==> src/rtl/pipe_hazard_ctrl.sv <==
// Hazard/forwarding controller for the 5-stage core: ID operand forwarding, load-use stalls,
// redirect flushes and per-stage valid tracking. Optional counters under PIPE_PERF_CNT_EN.
//
// state     | meaning
// ST_RUN    | normal issue; a load-use hazard stalls here for one cycle
// ST_LDWAIT | extra stall cycles while a multi-cycle load completes in MEM
module pipe_hazard_ctrl #(
  parameter int XLEN     = 32,
  parameter int NRD      = 2,
  parameter int LOAD_LAT = 1
) (
  input  logic                 cpu_clk,
  input  logic                 cpu_rst,
  input  logic [NRD*5-1:0]     id_rs,
  input  logic [NRD-1:0]       id_rs_used,
  input  logic [NRD*XLEN-1:0]  rf_rdata,
  input  logic                 ex_we,
  input  logic [4:0]           ex_wr,
  input  logic                 ex_is_load,
  input  logic [XLEN-1:0]      ex_wd,
  input  logic                 ex_redirect,
  input  logic                 mem_we,
  input  logic [4:0]           mem_wr,
  input  logic                 mem_is_load,
  input  logic [XLEN-1:0]      mem_wd,
  input  logic [XLEN-1:0]      mem_rdata,
  input  logic                 wb_we,
  input  logic [4:0]           wb_wr,
  input  logic [XLEN-1:0]      wb_wd,
  output logic [NRD*XLEN-1:0]  id_rdata,
  output logic                 pc_en,
  output logic                 if_id_en,
  output logic                 if_id_flush,
  output logic                 id_ex_flush,
  output logic [3:0]           stage_vld,
  output logic                 wb_retire
`ifdef PIPE_PERF_CNT_EN
  ,
  output logic [31:0]          perf_cycle,
  output logic [31:0]          perf_retire,
  output logic [31:0]          perf_stall,
  output logic [31:0]          perf_flush
`endif
);

  typedef enum logic {ST_RUN, ST_LDWAIT} state_t;

  localparam logic [7:0] LAT_M1 = 8'(LOAD_LAT - 1);

  state_t         state, state_nxt;
  logic [7:0]     cnt, cnt_nxt;
  logic [3:0]     vld;
  logic [NRD-1:0] port_haz;
  logic           haz;

  assign stage_vld = vld;
  assign wb_retire = vld[3];

  for (genvar k = 0; k < NRD; k++) begin : g_port
    logic [4:0]      rs;
    logic [XLEN-1:0] raw;
    logic            ex_hit, mem_hit, wb_hit;

    assign rs      = id_rs[5*k +: 5];
    assign raw     = rf_rdata[XLEN*k +: XLEN];
    assign ex_hit  = vld[1] & ex_we  & (ex_wr  == rs);
    assign mem_hit = vld[2] & mem_we & (mem_wr == rs);
    assign wb_hit  = vld[3] & wb_we  & (wb_wr  == rs);

    // A load still in EX has no data yet; the stall covers that case, so no bypass here.
    assign id_rdata[XLEN*k +: XLEN] =
      (rs == 5'd0) ? raw :
      ex_hit       ? (ex_is_load ? raw : ex_wd) :
      mem_hit      ? (mem_is_load ? mem_rdata : mem_wd) :
      wb_hit       ? wb_wd : raw;

    assign port_haz[k] = id_rs_used[k] & ex_hit & ex_is_load & (rs != 5'd0);
  end

  assign haz = |port_haz;

  always_ff @(posedge cpu_clk) begin
    if (cpu_rst) begin
      state <= ST_RUN;
      cnt   <= 8'd0;
    end else begin
      state <= state_nxt;
      cnt   <= cnt_nxt;
    end
  end

  always_comb begin
    state_nxt = state;
    cnt_nxt   = cnt;
    if (ex_redirect) begin
      state_nxt = ST_RUN;
      cnt_nxt   = 8'd0;
    end else begin
      case (state)
        ST_RUN: begin
          if (haz && (LOAD_LAT > 1)) begin
            state_nxt = ST_LDWAIT;
            cnt_nxt   = LAT_M1;
          end
        end
        ST_LDWAIT: begin
          if (cnt == 8'd1) begin
            state_nxt = ST_RUN;
            cnt_nxt   = 8'd0;
          end else begin
            cnt_nxt = cnt - 8'd1;
          end
        end
        default: begin
          state_nxt = ST_RUN;
          cnt_nxt   = 8'd0;
        end
      endcase
    end
  end

  always_comb begin
    pc_en       = 1'b1;
    if_id_en    = 1'b1;
    if_id_flush = 1'b0;
    id_ex_flush = 1'b0;
    if (cpu_rst) begin
      pc_en       = 1'b0;
      if_id_en    = 1'b0;
      if_id_flush = 1'b1;
      id_ex_flush = 1'b1;
    end else if (ex_redirect) begin
      if_id_flush = 1'b1;
      id_ex_flush = 1'b1;
    end else if ((state == ST_LDWAIT) || haz) begin
      pc_en       = 1'b0;
      if_id_en    = 1'b0;
      id_ex_flush = 1'b1;
    end
  end

  always_ff @(posedge cpu_clk) begin
    if (cpu_rst) begin
      vld <= 4'b0000;
    end else begin
      vld[0] <= if_id_flush ? 1'b0 : (if_id_en ? 1'b1 : vld[0]);
      vld[1] <= vld[0] & ~id_ex_flush;
      vld[2] <= vld[1];
      vld[3] <= vld[2];
    end
  end

`ifdef PIPE_PERF_CNT_EN
  always_ff @(posedge cpu_clk) begin
    if (cpu_rst) begin
      perf_cycle  <= 32'd0;
      perf_retire <= 32'd0;
      perf_stall  <= 32'd0;
      perf_flush  <= 32'd0;
    end else begin
      perf_cycle  <= perf_cycle + 32'd1;
      perf_retire <= perf_retire + 32'(wb_retire);
      perf_stall  <= perf_stall + 32'(~pc_en);
      perf_flush  <= perf_flush + 32'(ex_redirect);
    end
  end
`endif

endmodule
==> config.mk <==
export PLATFORM = sky130hd
export DESIGN_NAME = pipe_hazard_ctrl
export DESIGN_NICKNAME = d
export VERILOG_FILES = /design/src/rtl/pipe_hazard_ctrl.sv
export SDC_FILE = /design/constraint.sdc
export NUM_CORES = 1
export LEC_CHECK = 0
export BUFFER_PORTS_ARGS = -buffer_cell sky130_fd_sc_hd__buf_2
export CAP_MARGIN = 5
export CORE_AREA = 2 2 116 118
export DETAILED_ROUTE_END_ITERATION = 8
export DIE_AREA = 0 0 118 120
export GPL_TIMING_DRIVEN = 0
export MAX_ROUTING_LAYER = met4
export PLACE_DENSITY_LB_ADDON = 0.15
export SLEW_MARGIN = 0
export SYNTH_ARGS = -nofsm -noshare
export SYNTH_HDL_FRONTEND = slang
export SYNTH_SLANG_ARGS = --single-unit
==> constraint.sdc <==
create_clock -name cpu_clk -period 3.4 [get_ports cpu_clk]
set_input_delay 0.51 -clock cpu_clk [delete_from_list [all_inputs] [get_ports cpu_clk]]
set_output_delay 0.51 -clock cpu_clk [all_outputs]
set_load 0.01 [all_outputs]
==> impl_metrics.json, run 1 <==
{
  "outcome": "completed",
  "worstReg2RegStart": "cnt[3]",
  "whs_ns": 0.477,
  "netSwitchingFraction_pct": 41.5,
  "num_rows": 42,
  "final_layout_size_suffix_gt1_share_pct": 37.6,
  "power_density_mw_per_mm2": 155,
  "drc": 0,
  "drtPass1Iterations": 8,
  "htree_levels": 1,
  "vias": 7028,
  "numCtsBuffers": 3,
  "netlist_area_sq_mm": 0.00445,
  "synth_nets": 895,
  "power.internal_w": 0.000567,
  "async_flop_share_pct": 0,
  "clock_latency_ns": 0.25,
  "wire_per_inst_um": 21.3,
  "fin_area_sq_mm": 0.00623,
  "p_leak_nw": 2.61,
  "postRouteAntennaNets": 0,
  "port_buffers": 296,
  "p_sw_w": 0.000402,
  "r2r_cells": 4,
  "synth_area_leaders": "mux2_2, and3_1, o21ai_0",
  "hpwl_mm": 18.7,
  "synth_edf_count": 0,
  "area_growth_pct": 40.2,
  "vias_per_cell": 6.15,
  "r2r_setup_slack_ns": 1.87,
  "start_kind": "primary input",
  "die_y_um": 120,
  "yosysTopAreaCellShare_pct": 8.11,
  "wirelength_mm": 24.3,
  "ioPinCount": 300,
  "total_power_w": 0.000969,
  "clk_pin_slew_ns": 0.05,
  "period_share_pct": 96.9,
  "synth_ff_type": "dfxtp_1",
  "die_w_um": 118,
  "r2r_end": "cnt[7]",
  "clockBufferDepth": 2,
  "rsz0062_at_grt": "no",
  "root_buffer": "clkbuf_16",
  "fin_util_pct": 48.0,
  "cp.arrival_ns": 2.78,
  "grt_pass1_vias": 6693,
  "grt_pass1_wl_mm": 36.4,
  "yosysTopAreaCell": "mux2_2",
  "grtUsageTotal_pct": 33.1,
  "synth_cell_types": 50,
  "hold_class": "flop to flop",
  "syn_inst": 666,
  "placed_area_sq_mm": 0.00615,
  "hold_path_end": "cnt[2]",
  "fmax_mhz": 304,
  "yosysWarnings": 0,
  "fp.dieArea_sq_mm": 0.0142,
  "period_minus_slack_ns": 3.29,
  "hold_start": "cnt[2]",
  "cp.required_ns": 2.89,
  "setup_tns_ns": 0,
  "p_seq_share_pct": 16.0,
  "vdd_drop_max_uv": 274,
  "report.final.slew_viol_count": 0,
  "grt_start_max_net_pins": 11,
  "ys_seq_elements": 13,
  "cts_tree": "built",
  "skew_ns": 0.00450,
  "cts_num_sinks": 13,
  "end_kind": "primary output",
  "antenna_found_initial": 1,
  "relSlewSlack_pct": 55.1,
  "cap_violations": 0,
  "comb_power_share_pct": 60.5,
  "synthTopCellsByCount": "clkbuf_1, o21ai_0, and3_1, nor2_1, o21ai_1",
  "syn_avg_cell_area_sq_um": 6.67,
  "setup_viol": 0,
  "cp_max_fo": 10,
  "yosysMostFrequentCell": "clkbuf_1",
  "overflow": 0,
  "whs_path_depth": 2,
  "worst_slew_pin_slew_ns": 0.667,
  "critPathKind": "primary input to primary output",
  "drt-initial-drc-count": 803,
  "core_area_sq_mm": 0.0130,
  "start_util_pct": 34.2,
  "post_cts.repair.setup_buffers": 0,
  "gp_congestion": 0.957,
  "fin_nets": 1196,
  "p_clk_share_pct": 23.5,
  "final_hold_viol_count": 0,
  "ys_seq_area_share_pct": 5.85
}
[cells by family after synthesis]
logic type                 after synthesis  synth area share [%]
AOI/OAI and AO/OA                      290                  45.2
xor gates and xnor gates                35                  6.90
adders and majority gates                2                 0.563
buffers and inverters                   92                  8.47
DFF                                     13                  5.85
muxes                                   32                  8.11
and+or+nand+nor                        202                  24.9
[power groups by stage]
stage / clock (W) / sequential, W / combinational (W)
5_1_grt: 0.000236 / 0.000155 / 0.000628
2_1_floorplan: 0 / 0.000158 / 0.000272
4_1_cts: 0.000230 / 0.000155 / 0.000577
6_report: 0.000227 / 0.000155 / 0.000587
3_5_place_dp: 0 / 0.000158 / 0.000575
3_3_place_gp: 0 / 0.000158 / 0.000574
[cell type report]
class                   count  area, sq um
fillers                  1449         6750
diodes                      1         2.50
repair buffers            296         1480
clock buffers               4         78.8
inverters                   9         33.8
multi-input cells         561         3810
flip-flops and latches     13          260
well taps                 176          220
plain buffers              83          343
[routing by layer]
metal / GRT usage [%] / vias up / wire, um / share of wire (%)
met5: - / - / 0 / 0
met2: 56.0 / 484 / 11700 / 48
met4: 9.56 / 0 / 731 / 3.0
li1: - / 3238 / - / -
met3: 4.71 / 70 / 2330 / 9.6
met1: 41.0 / 3236 / 9600 / 39
[cells in the final DEF, fill, tap and decap left out, types with 3 or more instances in the layout]
cell,n
buf_2,315
clkbuf_1,62
o21ai_0,57
and3_1,47
nor2_1,45
o21ai_1,40
nand3_1,37
nor4_1,35
mux2_2,32
o221ai_1,32
o22ai_1,32
o21bai_1,31
a22oi_1,31
xnor2_1,23
a311oi_1,19
a21boi_0,18
a221oi_1,14
nand2_1,13
dfxtp_1,13
xor2_1,12
inv_1,8
and2_1,6
a21oi_1,4
or3_1,4
clkbuf_16,3
[state kept, by name, indices dropped and copies added (netlist names)]
name and flops:
cnt 8, stage_vld 4, state 1
[how the worst max path moves through the flow]
stage | start | to | slack [ns] | cells past startpoint
2_1_floorplan | id_rs[0] | pc_en | 0.85 | 6
3_3_place_gp | ex_is_load | id_rdata[40] | 0.04 | 7
3_5_place_dp | ex_is_load | id_rdata[40] | 0.07 | 7
4_1_cts | ex_is_load | id_rdata[40] | 0.09 | 7
5_1_grt | id_rs[9] | id_rdata[52] | 0.03 | 8
6_report | id_rs[7] | id_rdata[52] | 0.11 | 8
[what timing repair did]
item                                    in CTS  in global routing
hold buffers                                 0                  0
endpoints found under the setup margin       0                 17
gates resized for setup                      0                  1
[worst max-delay path, cell delays in order]
cell,delay (ns)
buf_2,0.14
xor2_1,0.19
nor4_4,0.56
nand2_1,0.26
buf_2,0.26
a221oi_1,0.44
o21ai_1,0.22
buf_2,0.19
[through the flow]
step	instances	setup WS (ns)
global placement	1138	0.0362
CTS	1142	0.0910
floorplan	666	0.848
finish	1143	0.107
global route	1143	0.0328
detailed placement	1138	0.0664
No activity file was read; power rests on OpenSTA's default activity.
==> inputs of run 2 (changes only) <==
--- a/config.mk
+++ b/config.mk
@@ -7,9 +7,9 @@
 export LEC_CHECK = 0
 export BUFFER_PORTS_ARGS = -buffer_cell sky130_fd_sc_hd__buf_2
 export CAP_MARGIN = 5
-export CORE_AREA = 2 2 116 118
+export CORE_AREA = 2 2 115 117
 export DETAILED_ROUTE_END_ITERATION = 8
-export DIE_AREA = 0 0 118 120
+export DIE_AREA = 0 0 117 119
 export GPL_TIMING_DRIVEN = 0
 export MAX_ROUTING_LAYER = met4
 export PLACE_DENSITY_LB_ADDON = 0.15
==> impl_metrics.json, run 2 (synthesized netlist as in run 1, its figures left out) <==
{
  "wire_per_inst_um": 20.6,
  "mostFrequentLayoutCells": "buf_2, clkbuf_1, o21ai_0, and3_1, nor2_1",
  "clk_pin_slew_ns": 0.04,
  "report.final.slew_viol_count": 0,
  "drtPass1Iterations": 6,
  "hold_buffers": 0,
  "area_growth_pct": 40.3,
  "skew_ns": 0.00168,
  "num_rows": 42,
  "numCtsBuffers": 3,
  "largest_register_ffs": 8,
  "vdd_drop_max_uv": 260,
  "layout_commonest_cell": "buf_2",
  "hold_class": "flop to flop",
  "whs_ns": 0.488,
  "grt_start_max_net_pins": 11,
  "start_util_pct": 34.5,
  "fin_nets": 1196,
  "comb_power_share_pct": 60.9,
  "gp_congestion": 0.981,
  "p_clk_share_pct": 23.0,
  "drc": 0,
  "cp_max_fo": 10,
  "grt_pass1_vias": 6366,
  "grtUsageTotal_pct": 32.3,
  "cts_num_sinks": 13,
  "p_seq_share_pct": 16.1,
  "setup_tns_ns": 0,
  "fmax_mhz": 305,
  "top_register": "cnt",
  "die_w_um": 117,
  "clock_latency_ns": 0.24,
  "die_y_um": 119,
  "port_buffers": 296,
  "outcome": "completed",
  "final_layout_size_suffix_gt1_share_pct": 37.6,
  "period_share_pct": 96.5,
  "total_power_w": 0.000963,
  "final_hold_viol_count": 0,
  "relSlewSlack_pct": 52.9,
  "end_kind": "primary output",
  "cp.arrival_ns": 2.77,
  "p_leak_nw": 2.62,
  "core_area_sq_mm": 0.0129,
  "vias": 6955,
  "critPathKind": "primary input to primary output",
  "htree_levels": 1,
  "setup_viol": 0,
  "antenna_found_initial": 0,
  "ioPinCount": 300,
  "postRouteAntennaNets": 0,
  "clockBufferDepth": 2,
  "overflow": 0,
  "rsz0062_at_grt": "no",
  "netSwitchingFraction_pct": 41.1,
  "start_kind": "primary input",
  "power.internal_w": 0.000567,
  "worst_slew_pin_slew_ns": 0.704,
  "cap_violations": 0,
  "power_density_mw_per_mm2": 154,
  "hpwl_mm": 18.4,
  "p_sw_w": 0.000396,
  "wirelength_mm": 23.6,
  "fp.dieArea_sq_mm": 0.0139,
  "cp.required_ns": 2.89,
  "cts_tree": "built",
  "vias_per_cell": 6.08,
  "period_minus_slack_ns": 3.28,
  "grt_pass1_wl_mm": 34.4,
  "drt-initial-drc-count": 682,
  "root_buffer": "clkbuf_16"
}
## run 2: cell counts in the layout (fill, tap and decap cells not counted)
Identical to the previous run, type by type.
## run 2: timing repair
item                       CTS  global route
setup buffers                0             0
hold endpoints to repair     0             0
setup endpoints to repair    0             1
resized for setup            0             1
## run 2: cell type report
class                      instances  area [sq um]
tap                              176           220
sequential                        13           260
inverter                           9          33.8
timing repair buffer             296          1480
multi-input combinational        561          3820
buffer                            83           343
clock buffer                       4          78.8
antenna                            1          2.50
fill                            1423          6640
## run 2: critical path, stage by stage
cell      delay, ns
clkbuf_1       0.41
nand3_1        0.27
o31ai_1        0.60
clkbuf_1       0.48
a22oi_1        0.16
o21ai_0        0.15
buf_2          0.19
## run 2: final timing paths
kind / startpoint / slack (ns) / depth (start not counted) / endpoint
worst max-delay path: ex_is_load / 0.12 / 7 / id_rdata[32]
worst min-delay path: cnt[2] / 0.49 / 2 / cnt[2]
worst max register to register: state / 1.88 / 6 / cnt[6]
worst min register to register: cnt[2] / 0.49 / 2 / cnt[2]
## run 2: metal layers
layer,share of wire [%],GRT usage (%)
met5,0,-
met4,3.2,10.1
met3,8.6,3.05
met2,47,52.0
met1,42,42.6
## run 2: power groups by stage
stage / registers [W] / clock network, W / logic (W)
after floorplan: 0.000158 / 0 / 0.000272
after global placement: 0.000158 / 0 / 0.000574
after detailed placement: 0.000158 / 0 / 0.000574
after CTS: 0.000155 / 0.000226 / 0.000577
after global routing: 0.000155 / 0.000233 / 0.000630
final: 0.000155 / 0.000222 / 0.000586
## run 2: through the flow
step	utilization, %	area [sq um]	std cells	worst slack, ns
finish	48.4	6240	1143	0.118
global route	48.4	6230	1142	0.00920
CTS	48.4	6230	1142	0.120
detailed placement	47.7	6150	1138	0.127
global placement	47.7	6150	1138	0.0840
floorplan	-	4450	666	0.848
